`src/rtl/noc_flit_rx.sv`:
```
// Credit-based NoC link receiver: buffers flits, presents them as a valid/ready stream, returns one credit per drained flit.
// Optional packet framing checker is compiled in when NOC_RX_PKT_CHECK_EN is defined.
module noc_flit_rx #(
  parameter int FLIT_WIDTH   = 128,
  parameter int DEST_WIDTH   = 6,
  parameter int BUFFER_DEPTH = 2
) (
  input  logic                  clk_noc,
  input  logic                  rst_n,
  input  logic [FLIT_WIDTH-1:0] data_in,
  input  logic [DEST_WIDTH-1:0] dest_in,
  input  logic                  is_tail_in,
  input  logic                  send_in,
  output logic                  credit_out,
  output logic                  out_tvalid,
  input  logic                  out_tready,
  output logic [FLIT_WIDTH-1:0] out_tdata,
  output logic [DEST_WIDTH-1:0] out_tdest,
  output logic                  out_tlast,
  output logic                  overflow_err,
  output logic                  framing_err
);

  localparam int PTR_W   = (BUFFER_DEPTH > 1) ? $clog2(BUFFER_DEPTH) : 1;
  localparam int CNT_W   = $clog2(BUFFER_DEPTH + 1);
  localparam int ENTRY_W = FLIT_WIDTH + DEST_WIDTH + 1;
  localparam logic [PTR_W-1:0] LAST_PTR = PTR_W'(BUFFER_DEPTH - 1);
  localparam logic [CNT_W-1:0] FULL_CNT = CNT_W'(BUFFER_DEPTH);

  typedef enum logic {
    IDLE,
    IN_PKT
  } state_t;

  logic [ENTRY_W-1:0] r_mem [BUFFER_DEPTH];
  logic [PTR_W-1:0]   r_wr_ptr;
  logic [PTR_W-1:0]   r_rd_ptr;
  logic [CNT_W-1:0]   r_count;
  logic               r_credit;
  logic               r_overflow_err;
  state_t             r_state;

  logic               w_full;
  logic               w_pop;
  logic               w_push;
  logic               w_drop;
  logic [ENTRY_W-1:0] w_head;

  // A full FIFO still accepts a flit when the head leaves in the same cycle.
  assign w_full = (r_count == FULL_CNT);
  assign w_pop  = out_tvalid && out_tready;
  assign w_push = send_in && (!w_full || w_pop);
  assign w_drop = send_in && w_full && !w_pop;

  assign w_head       = r_mem[r_rd_ptr];
  assign out_tvalid   = (r_count != '0);
  assign out_tdata    = w_head[FLIT_WIDTH-1:0];
  assign out_tdest    = w_head[FLIT_WIDTH +: DEST_WIDTH];
  assign out_tlast    = w_head[ENTRY_W-1];
  assign credit_out   = r_credit;
  assign overflow_err = r_overflow_err;

  always_ff @(posedge clk_noc) begin
    if (w_push) begin
      r_mem[r_wr_ptr] <= {is_tail_in, dest_in, data_in};
    end
  end

  always_ff @(posedge clk_noc or negedge rst_n) begin
    if (!rst_n) begin
      r_wr_ptr       <= '0;
      r_rd_ptr       <= '0;
      r_count        <= '0;
      r_credit       <= 1'b0;
      r_overflow_err <= 1'b0;
    end else begin
      if (w_push) begin
        r_wr_ptr <= (r_wr_ptr == LAST_PTR) ? '0 : r_wr_ptr + 1'b1;
      end
      if (w_pop) begin
        r_rd_ptr <= (r_rd_ptr == LAST_PTR) ? '0 : r_rd_ptr + 1'b1;
      end
      case ({w_push, w_pop})
        2'b10:   r_count <= r_count + 1'b1;
        2'b01:   r_count <= r_count - 1'b1;
        default: r_count <= r_count;
      endcase
      r_credit <= w_pop;
      if (w_drop) begin
        r_overflow_err <= 1'b1;
      end
    end
  end

  // Packet tracker advances only on flits that were actually buffered.
  always_ff @(posedge clk_noc or negedge rst_n) begin
    if (!rst_n) begin
      r_state <= IDLE;
    end else if (w_push) begin
      case (r_state)
        IDLE:    r_state <= is_tail_in ? IDLE : IN_PKT;
        IN_PKT:  r_state <= is_tail_in ? IDLE : IN_PKT;
        default: r_state <= IDLE;
      endcase
    end
  end

`ifdef NOC_RX_PKT_CHECK_EN
  logic [DEST_WIDTH-1:0] r_first_dest;
  logic                  r_framing_err;

  // Every body/tail flit must carry the same destination as the head flit.
  always_ff @(posedge clk_noc or negedge rst_n) begin
    if (!rst_n) begin
      r_first_dest  <= '0;
      r_framing_err <= 1'b0;
    end else if (w_push) begin
      if (r_state == IDLE) begin
        r_first_dest <= dest_in;
      end else if (dest_in != r_first_dest) begin
        r_framing_err <= 1'b1;
      end
    end
  end

  assign framing_err = r_framing_err;
`else
  assign framing_err = 1'b0;
`endif

endmodule

```
`config.mk`:
```
export PLATFORM = sky130hd
export DESIGN_NAME = noc_flit_rx
export DESIGN_NICKNAME = d
export VERILOG_FILES = /design/src/rtl/noc_flit_rx.sv
export SDC_FILE = /design/constraint.sdc
export NUM_CORES = 1
export LEC_CHECK = 0
export CAP_MARGIN = 20
export CORE_UTILIZATION = 48
export CTS_CLUSTER_SIZE = 8
export DETAILED_ROUTE_END_ITERATION = 8
export PLACE_DENSITY_LB_ADDON = 0.25
export SETUP_SLACK_MARGIN = 0.02
export SKIP_CTS_REPAIR_TIMING = 1
export SLEW_MARGIN = 10
export SYNTH_ARGS = -nofsm -noshare
export SYNTH_HDL_FRONTEND = slang
export SYNTH_SLANG_ARGS = --single-unit
export TNS_END_PERCENT = 5
```
`constraint.sdc`:
```
create_clock -name clk_noc -period 8.45 [get_ports clk_noc]
set_input_delay 0.845 -clock clk_noc [delete_from_list [all_inputs] [get_ports clk_noc]]
set_output_delay 0.845 -clock clk_noc [all_outputs]
set_load 0.02 [all_outputs]
```
==> run_results.csv, run 1 <==
group,metric,value,unit
worst_hold_path,worstHoldPathCells,1,
worst_setup_path,crit_required,7610,ps
yosys,synthesis.nets,584,
cells_and_area,antenna_cells,0,
floorplanning,die_width,148,um
sta,finalHoldViolations,0,
power,power.density,360,nW/um^2
floorplanning,design.core.area,20500,um^2
global_routing,grt_start_max_net_pins,76,
detailed_routing,postRouteWirelength,20000,um
yosys,post_synth_inst_count,444,
yosys,synth_cell_type_count,17,
placement,routabilityCongestion,0.775,
clock_network,cts.clk_slew.worst_paths,50,ps
clock_network,cts_tree,"yes",
clock_network,insertion_delay,500,ps
worst_setup_path,critPathCaptureType,"output port",
yosys,seq_area_frac_synth,81.2,%
sta,fmaxAchievable,229,MHz
floorplanning,die_h,148,um
placement,placedCellCount,979,
global_routing,grt_first_pass_wirelength,30800,um
sta,maxSlewHeadroom,28.7,%
sta,setup_total_negative_slack,0,ps
worst_setup_path,timing.critical_path.arrival,3520,ps
clock_network,cts_buffers,40,
flow_run,max-cap-violations,0,
global_routing,grt_pass1_vias,5772,
sta,final_critical_path_setup_slack,4080,ps
cells_and_area,finalCoreUtilization,69.8,%
floorplanning,die_area,21800,um^2
power,leakage,4.98,nW
global_routing,antenna_violations_before_repair,1,
yosys,ys.warnings.count,0,
clock_network,cts.sinks,276,
clock_network,cts_buffer_depth,3,
placement,detailedPlace.worstSlack,4540,ps
detailed_routing,first_pass_iters,4,
sta,drv_slew,0,
worst_setup_path,cp_max_fanout,75,
global_routing,globalRouteTotalUtil,18.6,%
detailed_routing,via_per_inst,5.03,
yosys,post_synth_instance_area,10200,um^2
sta,fin_skew,22.3,ps
cells_and_area,design_area,14300,um^2
floorplanning,initial_core_util,49.6,%
detailed_routing,post_route_drc,0,
power,final_total_pwr,5.15,mW
floorplanning,ios,278,
yosys,postSynthAreaPerCell,22.9,um^2
sta,grt_setup_unrepaired,"false",
sta,post-route-period-util,51.7,%
cells_and_area,layoutNonFillerInstCount,1031,
detailed_routing,vias,5186,
yosys,yosys_register_bits,276,
power,power.ir.vdd_worst,245,uV
cells_and_area,syn2layout_area_growth,40.7,%
worst_setup_path,rr_worst_depth,3,
worst_hold_path,timing.hold.worst.class,"flip-flop to flip-flop",
detailed_routing,drt_first_iter_violations,170,
sta,worst_hold_slack,480,ps
clock_network,ctsRootBufferMaster,"clkbuf_16",
global_routing,remaining_global_route_overflow,0,
run_status,status,"complete, no violations",
worst_setup_path,path_class,"flip-flop to output port",
placement,placed_area,13200,um^2
sta,setup-violations-final,0,
worst_setup_path,critical_path.startpoint_type,"flip-flop",
cells_and_area,drive_above_1_share,24.8,%
floorplanning,row_count,52,
clock_network,cts_htree_levels,2,
detailed_routing,final_antenna_net_count,0,
sta,period_needed,4370,ps
cells_and_area,layout.nets,891,
detailed_routing,detail_route.wl_per_cell,19.4,um
placement,buffer_ports.inserted,276,
sta,worstMarginPinSlew,1070,ps
placement,hpwl,13000,um
## cell families after synthesis
group / Yosys count / synth area share (%)
and+or+nand+nor: 6 / 0.271
DFF: 276 / 81.2
xor gates and xnor gates: 5 / 0.430
other: 1 / 0.0369
AOI/OAI and AO/OA: 2 / 0.295
buffers and inverters: 18 / 1.25
adders and majority gates: 1 / 0.123
muxes: 135 / 16.4
## metal layers
metal / wire length [um] / up-vias / global-route usage (%)
met1: 7730 / 2534 / 21.7
met3: 2150 / 34 / 6.98
met4: 375 / 2 / 7.11
met5: 13 / - / 0
met2: 9770 / 246 / 31.5
li1: - / 2370 / -
## critical path, cell delays in order, from the launching register on
cell and delay [ps]:
dfrtp_4 1090, buf_4 890, mux2_2 430, clkdlybuf4s50_1 560
## synthesized netlist by cell type (all sizes together)
master | n | area share (%)
a31o | 1 | 0.086
and2 | 1 | 0.062
buf | 16 | 1.2
conb | 1 | 0.037
dfrtp | 6 | 1.5
edfxtp | 270 | 80
ha | 1 | 0.12
inv | 2 | 0.074
mux2 | 135 | 16
nor2 | 4 | 0.15
o31ai | 1 | 0.21
or2 | 1 | 0.062
xnor2 | 4 | 0.34
xor2 | 1 | 0.086
## where the power goes
group	leakage, nW	switching [mW]	internal, mW	total [mW]
combinational	1.86	0.845	0.904	1.75
sequential	2.59	0.148	1.85	2.00
clock	0.538	0.504	0.893	1.40
## final timing paths
kind / to / slack [ps] / from
min reg2reg: overflow_err / 480 / overflow_err
max reg2reg: r_mem[1][92] / 5740 / r_count[0]
max in group asynchronous: r_rd_ptr / 7610 / rst_n
max: out_tdata[61] / 4080 / r_rd_ptr
min in group asynchronous: r_count[0] / 590 / rst_n
min: overflow_err / 480 / overflow_err
## area by class of cell
class,instances,area (um^2)
flip-flops and latches,276,8260
fillers,1309,6180
clock inverters,3,47.5
inverters,2,7.51
multi-input cells,150,1800
repair buffers,281,2800
clock buffers,49,1060
well taps,270,338
## layout by cell type, fill, tap and decap left out, types with 2 or more instances in the layout
master	count
clkdlybuf4s50_1	276
nor2_1	2
buf_4	5
dfrtp_1	5
clkbuf_1	8
mux2_4	40
inv_6	2
mux2_2	95
xnor2_1	4
nor2_4	2
clkbuf_16	41
inv_1	2
edfxtp_1	270
## flip-flops by register name (all words and copies together), names as in the netlist
name          cells
r_rd_ptr          1
overflow_err      1
credit_out        1
r_mem           270
r_wr_ptr          1
r_count           2
Note: power is estimated with default switching activity, not from simulation.
==> run 2: changes to the inputs <==
--- a/config.mk
+++ b/config.mk
@@ -6,7 +6,7 @@
 export NUM_CORES = 1
 export LEC_CHECK = 0
 export CAP_MARGIN = 20
-export CORE_UTILIZATION = 48
+export CORE_UTILIZATION = 43
 export CTS_CLUSTER_SIZE = 8
 export DETAILED_ROUTE_END_ITERATION = 8
 export PLACE_DENSITY_LB_ADDON = 0.25
==> constraint.sdc (replaced) <==
create_clock -name clk_noc -period 3.6 [get_ports clk_noc]
set_input_delay 0.36 -clock clk_noc [delete_from_list [all_inputs] [get_ports clk_noc]]
set_output_delay 0.36 -clock clk_noc [all_outputs]
set_load 0.02 [all_outputs]
==> run_results.csv, run 2 (synthesis results as in run 1) <==
group,metric,value,unit
detailed_routing,detail_route.wl_per_cell,18.6,um
worst_setup_path,critical_path.startpoint_type,"flip-flop",
sta,setup-violations-final,0,
placement,placedCellCount,1024,
placement,hpwl,13200,um
sta,fin_skew,7.73,ps
cells_and_area,syn2layout_area_growth,41.8,%
sta,worstMarginPinSlew,723,ps
cells_and_area,largest_register_ff_count,270,
clock_network,insertion_delay,500,ps
floorplanning,design.core.area,22900,um^2
worst_hold_path,timing.hold.worst.class,"primary input to asynchronous set/reset pin",
sta,period_needed,2730,ps
sta,setup_total_negative_slack,0,ps
detailed_routing,route.met2.wl,9570,um
power,power.density,836,nW/um^2
cells_and_area,mostFrequentLayoutCells,"clkdlybuf4s50_1, edfxtp_1, mux2_2",
clock_network,cts.sinks,276,
global_routing,grt_pass1_vias,5599,
worst_setup_path,crit_required,3240,ps
floorplanning,row_count,55,
detailed_routing,vias,5162,
detailed_routing,final_antenna_net_count,0,
sta,maxSlewHeadroom,51.8,%
global_routing,grt_start_max_net_pins,83,
floorplanning,die_width,156,um
sta,finalHoldViolations,0,
cells_and_area,register_name_with_the_most_flops,"r_mem",
floorplanning,die_area,24300,um^2
global_routing,grt_first_pass_wirelength,30000,um
worst_setup_path,timing.critical_path.arrival,2370,ps
worst_setup_path,slowest_cp_cell,"clkdlybuf4s50_1",
worst_setup_path,path_class,"flip-flop to output port",
floorplanning,ios,278,
detailed_routing,post_route_drc,0,
detailed_routing,detailroute.wirelength.met3,2230,um
clock_network,cts.clk_slew.worst_paths,50,ps
detailed_routing,via_per_inst,4.80,
flow_run,max-cap-violations,0,
sta,drv_slew,0,
clock_network,cts_buffers,40,
placement,routabilityCongestion,0.735,
worst_setup_path,timing.critical_path.cells,"buf_12 > mux2_2 > clkdlybuf4s50_1",
detailed_routing,postRouteWirelength,20100,um
global_routing,antenna_violations_before_repair,0,
sta,post-route-period-util,75.9,%
cells_and_area,layoutNonFillerInstCount,1076,
worst_setup_path,critPathCaptureType,"output port",
cells_and_area,finalCoreUtilization,62.9,%
placement,placed_area,13400,um^2
floorplanning,initial_core_util,44.4,%
detailed_routing,routedLengthMet1,7900,um
cells_and_area,layout.nets,893,
detailed_routing,first_pass_iters,4,
detailed_routing,topRoutingLayerUsed,"met4",
global_routing,remaining_global_route_overflow,0,
cells_and_area,layout_top_registers,"r_mem: 270 flops, r_count: 2 flops",
cells_and_area,design_area,14400,um^2
power,power.ir.vdd_worst,529,uV
power,leakage,5.00,nW
sta,grt_setup_unrepaired,"false",
clock_network,ctsRootBufferMaster,"clkbuf_16",
cells_and_area,drive_above_1_share,24.8,%
clock_network,cts_buffer_depth,3,
floorplanning,die_h,156,um
run_status,status,"complete, no violations",
detailed_routing,drt_first_iter_violations,189,
sta,fmaxAchievable,366,MHz
worst_setup_path,worst_path_largest_cell_delay,540,ps
worst_setup_path,cp_max_fanout,77,
cells_and_area,layout.cells.most_common,"clkdlybuf4s50_1",
placement,buffer_ports.inserted,276,
clock_network,cts_htree_levels,2,
clock_network,cts_tree,"yes",
global_routing,globalRouteTotalUtil,16.4,%
cells_and_area,fill_cells,1596,
power,final_total_pwr,12.1,mW
==> run 2: final timing paths <==
kind                              start       endpoint  slack [ps]  depth (start not counted)
max in group asynchronous         rst_n       r_rd_ptr        3240                          1
min in group clk_noc       data_in[124]  r_mem[1][124]         440                          1
setup / recovery               r_rd_ptr  out_tdata[32]         870                          3
hold / removal                    rst_n       r_rd_ptr         110                          1
hold reg to reg            overflow_err   overflow_err         490                          1
setup reg to reg             r_count[1]   r_mem[1][31]        1800                          4
==> run 2: layout make-up <==
cell class	count	area, um^2	area share, %
clock buffer	50	1060	7.35
tap	313	392	2.72
sequential	276	8260	57.3
clock inverter	1	5.00	0.0347
timing repair buffer	283	2890	20.0
antenna	1	2.50	0.0174
multi-input combinational	150	1800	12.5
inverter	2	7.51	0.0521
==> run 2: metal layers <==
layer / global-route usage (%) / vias to the layer above
met5: 0 / -
met4: 5.37 / 0
li1: - / 2365
met2: 26.6 / 234
met3: 6.69 / 37
met1: 19.9 / 2526
==> run 2: power breakdown <==
group | switching, mW | leakage, nW | internal [mW]
clock | 1.18 | 0.520 | 2.02
combinational | 2.17 | 1.89 | 2.18
sequential | 0.172 | 2.59 | 4.34
total | 3.52 | 5.00 | 8.54
==> run 2: worst max-delay path: cells and delay by family, from the launching register on <==
family	cells	cell delay [ps]
buf+inv	2	930
flops	1	440
mux	1	390
==> run 2: stage by stage <==
step | hold WS (ps) | setup WS [ps]
2_1_floorplan | 64.4 | -947
3_3_place_gp | 456 | 1410
3_5_place_dp | 474 | 1390
4_1_cts | 102 | 863
5_1_grt | 111 | 807
6_report | 111 | 869
